==> config.mk <==
export PLATFORM = sky130hd
export DESIGN_NAME = mem_ctrl
export DESIGN_NICKNAME = d
export VERILOG_FILES = /design/src/rtl/mem_ctrl.sv
export SDC_FILE = /design/constraint.sdc
export NUM_CORES = 1
export LEC_CHECK = 0
export ABC_CLOCK_PERIOD_IN_PS = 8150
export BUFFER_PORTS_ARGS = -buffer_cell sky130_fd_sc_hd__buf_2
export CORE_MARGIN = 1
export CORE_UTILIZATION = 62
export CTS_BUF_LIST = sky130_fd_sc_hd__clkbuf_2 sky130_fd_sc_hd__clkbuf_4 sky130_fd_sc_hd__clkbuf_8
export CTS_CLUSTER_DIAMETER = 50
export CTS_CLUSTER_SIZE = 30
export DETAILED_ROUTE_END_ITERATION = 10
export PLACE_DENSITY = 0.91
export RECOVER_POWER = 50
export SLEW_MARGIN = 20
export SYNTH_ARGS = -nofsm -noshare
export SYNTH_HDL_FRONTEND = slang
export SYNTH_SLANG_ARGS = --single-unit
==> constraint.sdc <==
create_clock -name clk -period 8.15 [get_ports clk]
set_input_delay 1.63 -clock clk [delete_from_list [all_inputs] [get_ports clk]]
set_output_delay 1.63 -clock clk [all_outputs]
set_load 0.05 [all_outputs]
==> src/rtl/mem_ctrl.sv <==
// mem_ctrl: byte-wide RAM controller arbitrating instruction fetch and load/store requests
// Ports:
//   clk, rst (async active-low), rdy (global enable, freezes all state when low)
//   if_req_flag/if_req_pc          -> if_done_flag/if_inst        : 4-byte instruction fetch
//   lsb_req_flag/wr/addr/size/data -> lsb_done_flag/lsb_rdata     : byte/half/word load or store
//   rob_flush                      : drops pending or in-flight fetch, never touches LSB work
//   mem_din/mem_dout/mem_a/mem_wr  : RAM with one-cycle read latency
//   io_buffer_full                 : back-pressure for stores into the IO window (addr[17:16]==2'b11)
module mem_ctrl (
    input  logic        clk,
    input  logic        rst,
    input  logic        rdy,
    input  logic        if_req_flag,
    input  logic [31:0] if_req_pc,
    output logic        if_done_flag,
    output logic [31:0] if_inst,
    input  logic        lsb_req_flag,
    input  logic        lsb_req_wr,
    input  logic [31:0] lsb_req_addr,
    input  logic [1:0]  lsb_req_size,
    input  logic [31:0] lsb_req_data,
    output logic        lsb_done_flag,
    output logic [31:0] lsb_rdata,
    input  logic        rob_flush,
    input  logic [7:0]  mem_din,
    output logic [7:0]  mem_dout,
    output logic [31:0] mem_a,
    output logic        mem_wr,
    input  logic        io_buffer_full
);
    typedef enum logic [1:0] {IDLE, READ, WRITE} state_t;
    state_t      state_q, state_d;
    logic        if_pend_q, if_pend_d, lsb_pend_q, lsb_pend_d, lsb_wr_q, lsb_wr_d;
    logic [31:0] if_pc_q, if_pc_d, lsb_addr_q, lsb_addr_d, lsb_data_q, lsb_data_d;
    logic [1:0]  lsb_size_q, lsb_size_d;
    logic        last_if_q, last_if_d, srv_if_q, srv_if_d;
    logic [2:0]  len_q, len_d, cnt_q, cnt_d;
    logic [31:0] buf_q, buf_d, mem_a_q, mem_a_d, if_inst_q, if_inst_d, lsb_rdata_q, lsb_rdata_d;
    logic [7:0]  mem_dout_q, mem_dout_d;
    logic        mem_wr_q, mem_wr_d, if_done_q, if_done_d, lsb_done_q, lsb_done_d;
    logic        fin, if_busy, lsb_busy, io_hold, if_ok, lsb_ok, gnt_if, gnt_lsb;
    logic [2:0]  lsb_len;
    logic [1:0]  bi;

    assign if_done_flag  = if_done_q;
    assign if_inst       = if_inst_q;
    assign lsb_done_flag = lsb_done_q;
    assign lsb_rdata     = lsb_rdata_q;
    assign mem_dout      = mem_dout_q;
    assign mem_a         = mem_a_q;
    assign mem_wr        = mem_wr_q;

    // fin marks the edge on which the current transfer ends; a request of the
    // finishing type on that edge is accepted rather than ignored
    assign fin      = (state_q == READ) ? (cnt_q == len_q) : (state_q == WRITE) && (cnt_q + 3'd1 == len_q);
    assign if_busy  = (state_q == READ) && srv_if_q && !fin;
    assign lsb_busy = (state_q != IDLE) && !srv_if_q && !fin;
    assign io_hold  = lsb_wr_q && (lsb_addr_q[17:16] == 2'b11) && io_buffer_full;
    assign if_ok    = if_pend_q && !rob_flush;
    assign lsb_ok   = lsb_pend_q && !io_hold;
    assign gnt_lsb  = (state_q == IDLE) && lsb_ok && (!if_ok || last_if_q);
    assign gnt_if   = (state_q == IDLE) && if_ok && !gnt_lsb;
    assign lsb_len  = (lsb_size_q == 2'd0) ? 3'd1 : (lsb_size_q == 2'd1) ? 3'd2 : 3'd4;
    // read data lags the address by two edges, so byte cnt-1 arrives now
    assign bi       = cnt_q[1:0] - 2'd1;

    always_comb begin
        state_d     = state_q;
        if_pend_d   = if_pend_q;
        if_pc_d     = if_pc_q;
        lsb_pend_d  = lsb_pend_q;
        lsb_wr_d    = lsb_wr_q;
        lsb_addr_d  = lsb_addr_q;
        lsb_size_d  = lsb_size_q;
        lsb_data_d  = lsb_data_q;
        last_if_d   = last_if_q;
        srv_if_d    = srv_if_q;
        len_d       = len_q;
        cnt_d       = cnt_q;
        buf_d       = buf_q;
        mem_a_d     = mem_a_q;
        mem_dout_d  = mem_dout_q;
        mem_wr_d    = mem_wr_q;
        if_inst_d   = if_inst_q;
        lsb_rdata_d = lsb_rdata_q;
        if_done_d   = 1'b0;
        lsb_done_d  = 1'b0;
        if (gnt_if) if_pend_d = 1'b0;
        if (if_req_flag && !if_pend_q && !if_busy) begin
            if_pend_d = 1'b1;
            if_pc_d   = if_req_pc;
        end
        if (rob_flush) if_pend_d = 1'b0;
        if (gnt_lsb) lsb_pend_d = 1'b0;
        if (lsb_req_flag && !lsb_pend_q && !lsb_busy) begin
            lsb_pend_d = 1'b1;
            lsb_wr_d   = lsb_req_wr;
            lsb_addr_d = lsb_req_addr;
            lsb_size_d = lsb_req_size;
            lsb_data_d = lsb_req_data;
        end
        if (state_q == IDLE) begin
            mem_a_d  = 32'h0;
            mem_wr_d = 1'b0;
            cnt_d    = 3'd0;
            if (gnt_if) begin
                state_d   = READ;
                srv_if_d  = 1'b1;
                last_if_d = 1'b1;
                len_d     = 3'd4;
                buf_d     = 32'h0;
                mem_a_d   = if_pc_q;
            end else if (gnt_lsb) begin
                state_d   = lsb_wr_q ? WRITE : READ;
                srv_if_d  = 1'b0;
                last_if_d = 1'b0;
                len_d     = lsb_len;
                mem_a_d   = lsb_addr_q;
                mem_wr_d  = lsb_wr_q;
                // stores shift the data out a byte per cycle; loads start from zero for zero-extension
                mem_dout_d = lsb_wr_q ? lsb_data_q[7:0] : mem_dout_q;
                buf_d      = lsb_wr_q ? {8'h0, lsb_data_q[31:8]} : 32'h0;
            end
        end else if (state_q == READ) begin
            cnt_d = cnt_q + 3'd1;
            if (cnt_q + 3'd1 < len_q) mem_a_d = mem_a_q + 32'd1;
            if (cnt_q != 3'd0) buf_d[{bi, 3'b000} +: 8] = mem_din;
            if (fin) begin
                state_d     = IDLE;
                mem_a_d     = 32'h0;
                if_done_d   = srv_if_q;
                lsb_done_d  = !srv_if_q;
                if_inst_d   = srv_if_q ? buf_d : if_inst_q;
                lsb_rdata_d = srv_if_q ? lsb_rdata_q : buf_d;
            end
            if (rob_flush && srv_if_q) begin
                state_d   = IDLE;
                mem_a_d   = 32'h0;
                if_done_d = 1'b0;
                if_inst_d = if_inst_q;
            end
        end else begin
            cnt_d = cnt_q + 3'd1;
            if (fin) begin
                state_d    = IDLE;
                mem_a_d    = 32'h0;
                mem_wr_d   = 1'b0;
                lsb_done_d = 1'b1;
            end else begin
                mem_a_d    = mem_a_q + 32'd1;
                mem_dout_d = buf_q[7:0];
                buf_d      = {8'h0, buf_q[31:8]};
            end
        end
    end

    always_ff @(posedge clk or negedge rst) begin
        if (!rst) begin
            state_q     <= IDLE;
            if_pend_q   <= 1'b0;
            if_pc_q     <= 32'h0;
            lsb_pend_q  <= 1'b0;
            lsb_wr_q    <= 1'b0;
            lsb_addr_q  <= 32'h0;
            lsb_size_q  <= 2'd0;
            lsb_data_q  <= 32'h0;
            last_if_q   <= 1'b1;
            srv_if_q    <= 1'b0;
            len_q       <= 3'd0;
            cnt_q       <= 3'd0;
            buf_q       <= 32'h0;
            mem_a_q     <= 32'h0;
            mem_dout_q  <= 8'h0;
            mem_wr_q    <= 1'b0;
            if_inst_q   <= 32'h0;
            lsb_rdata_q <= 32'h0;
            if_done_q   <= 1'b0;
            lsb_done_q  <= 1'b0;
        end else if (rdy) begin
            state_q     <= state_d;
            if_pend_q   <= if_pend_d;
            if_pc_q     <= if_pc_d;
            lsb_pend_q  <= lsb_pend_d;
            lsb_wr_q    <= lsb_wr_d;
            lsb_addr_q  <= lsb_addr_d;
            lsb_size_q  <= lsb_size_d;
            lsb_data_q  <= lsb_data_d;
            last_if_q   <= last_if_d;
            srv_if_q    <= srv_if_d;
            len_q       <= len_d;
            cnt_q       <= cnt_d;
            buf_q       <= buf_d;
            mem_a_q     <= mem_a_d;
            mem_dout_q  <= mem_dout_d;
            mem_wr_q    <= mem_wr_d;
            if_inst_q   <= if_inst_d;
            lsb_rdata_q <= lsb_rdata_d;
            if_done_q   <= if_done_d;
            lsb_done_q  <= lsb_done_d;
        end
    end
endmodule

==> impl_metrics.toml <==
[run_status]
outcome = "finished with violations"
violations = "max-capacitance violations, max-slew violations"

[drt]
ant_nets = 0
routedWlPerCell_um = 21.0
num_vias = 9606
drc = 0
firstDrtPassIters = 10
drtIter0Drc = 1210
vias_per_cell = 6.46
postRouteWirelength_mm = 31.2

[clock_tree]
path_clk_slew_ns = 0.12
htree_levels = 1
cts_tree = "done"
post_cts_buffers = 0
post_cts_resized = 0
clk_latency_ns = 0.58
max-clock-path-buffers = 3
cts_num_sinks = 250
cts-root-buf = "clkbuf_8"
cts_hold_buf = 0
cts_buffers = 24

[final_layout]
layout_common_cells = "249 x dfrtp_1, 212 x buf_2, 140 x mux2_2"
drive_gt1_share_pct = 33.8
layout_commonest_cell = "dfrtp_1"
design_area_mm2 = 0.0135
layout.nets = 1363
final_util_pct = 74.0
antenna_cells = 0
stdcell_count = 1486
area_delta_synth_final_pct = 15.3

[grt]
grt_max_degree = 124
globalRoute.totalOverflow = 0
grt_pass1_wl_mm = 49.5
grt_util_all_layers_pct = 32.4
antenna_found_initial = 0
grt_pass1_vias = 9169

[timing]
rsz0062_at_grt = "no"
hold_viol = 0
fin_setup_tns_ns = 0
min_period_ns = 4.92
setup_viol = 0
finClkSkew_ns = 0.0323
fmax_ghz = 0.203
slew_violations = 199
worstMarginPinSlew_ns = 2.32
slew_headroom_pct = -54.4
period_share_pct = 60.4

[placement]
dp_cells = 1442
hpwl_mm = 21.6
place_congestion = 0.905
dpl_cell_area_mm2 = 0.0129
portBuffers = 220

[yosys]
synth_top_cell_by_area = "dfrtp_1"
ys_top_cells_by_area = "dfrtp_1 53%, mux2_2 13%, nand2_1 3.1%, o21ai_0 2.7%, a21oi_1 1.9%"
ys_seq_area_share_pct = 53.4
synth_edf_count = 0
synth_ff_type = "dfrtp_1"
syn_area_mm2 = 0.0117
synth_nets = 1172
ys_ff_latch = 250
synth_area_per_cell_um2 = 11.2
synth.distinct_cells = 69
synth_cells = 1048
synthArstFlopShare_pct = 100
synth_top_area_share_pct = 53.2
ys_warn_count = 0

[worst_setup_path]
regToRegEndpoint = "if_inst[19]"
regToRegStartpoint = "state_q[1]"
reg2reg_depth = 6
critical_path_class = "reg2reg"
start_kind = "flop"
worstPathRequired_ns = 8.61
rrSetupSlack_ns = 3.23
worst_ep_arrival_time_ns = 5.38
critPathMaxFanout = 57
endpoint_kind = "flop"

[min_path]
min_to = "if_inst[28]"
hp-start = "if_inst[28]"
min_path_cells = 2
min_path_type = "reg2reg"

[floorplan]
coreArea_mm2 = 0.0183
io_pins = 221
initial_core_util_pct = 64.1
dieArea_mm2 = 0.0195
die_h_um = 139
rows = 49
die_w_um = 139

[power]
ir_drop_v = 0.000246
leakage_nw = 6.33
power.density_mw_per_mm2 = 434

[job]
drv_cap = 4
==> where the power goes <==
group | switching (mW) | internal, mW
sequential | 0.430 | 1.78
combinational | 1.80 | 0.958
clock | 0.523 | 0.374
==> cells by family after synthesis <==
| group | after synthesis | share of synthesized area, % |
|---|---|---|
| simple gates | 268 | 11.1 |
| fa+ha+maj | 10 | 1.07 |
| xor+xnor | 3 | 0.288 |
| flops | 250 | 53.4 |
| buf+inv | 103 | 3.75 |
| compound gates | 254 | 15.3 |
| mux | 160 | 15.2 |
==> routing by layer <==
metal	part of all wire (%)	routed length [um]	track usage, %
met5	0	0	0
met4	2.9	905	10.7
met3	10	3270	6.19
met2	46	14300	49.7
met1	41	12700	46.6
==> worst max path at each step <==
stage	start	to	slack (ns)
after floorplan	rob_flush	mem_a[13]	5.00
after global placement	rdy	lsb_data_q[21]	3.83
after detailed placement	rob_flush	mem_dout[3]	4.09
after CTS	cnt_q[0]	lsb_addr_q[20]	4.38
after global routing	state_q[1]	if_inst[7]	3.01
final	state_q[1]	if_inst[19]	3.23
==> synth_stat cells, types with 4 or more instances <==
library cell and n:
nand3_1 27, o31a_1 8, buf_2 18, nand4_1 16, o2bb2ai_1 14, clkbuf_1 44, nor4_1 4, a21oi_1 44
o22ai_1 14, a22o_1 19, mux2_2 140, and3_1 16, a31oi_1 11, o311a_1 5, a22oi_1 10, dfrtp_1 249
mux2i_1 20, and4_1 4, o21ai_0 63, nor2b_1 4, a32oi_1 9, nor2_1 57, a2bb2oi_1 8, a21o_1 4
inv_1 32, nand2_1 97, nand2b_1 12, a222oi_1 16, and2_1 14, ha_1 10
==> registers in the layout, indices dropped and copies added (netlist names), 2 cells and up <==
| register | count |
|---|---|
| if_inst | 32 |
| lsb_size_q | 2 |
| lsb_addr_q | 32 |
| state_q | 2 |
| lsb_rdata | 32 |
| mem_a | 32 |
| mem_dout | 8 |
| lsb_data_q | 32 |
| buf_q | 32 |
| len_q | 3 |
| cnt_q | 3 |
| if_pc_q | 32 |
==> worst max-delay path, stage by stage, from the launching register on <==
cell,delay (ns)
dfrtp_1,0.34
clkbuf_1,1.33
nor2b_1,0.25
clkbuf_1,0.51
nand4_1,0.25
clkbuf_1,1.65
mux2_2,0.46
==> cell type report <==
| type | instances | area, um2 |
|---|---|---|
| clock buffers | 26 | 352 |
| multi-input cells | 695 | 5050 |
| flip-flops and latches | 250 | 6260 |
| clock inverters | 18 | 239 |
| well taps | 229 | 287 |
| inverters | 33 | 124 |
| repair buffers | 235 | 1200 |
| fillers | 1199 | 4760 |
==> per-stage QoR <==
step	total power, mW	worst slack, ns	hold WS (ns)
floorplan	4.19	5.00	0.463
global placement	4.81	3.83	0.456
detailed placement	4.93	4.09	0.465
CTS	5.83	4.38	0.492
global route	6.16	3.01	0.518
finish	5.86	3.23	0.488
Power figures use the tool's default switching activity.
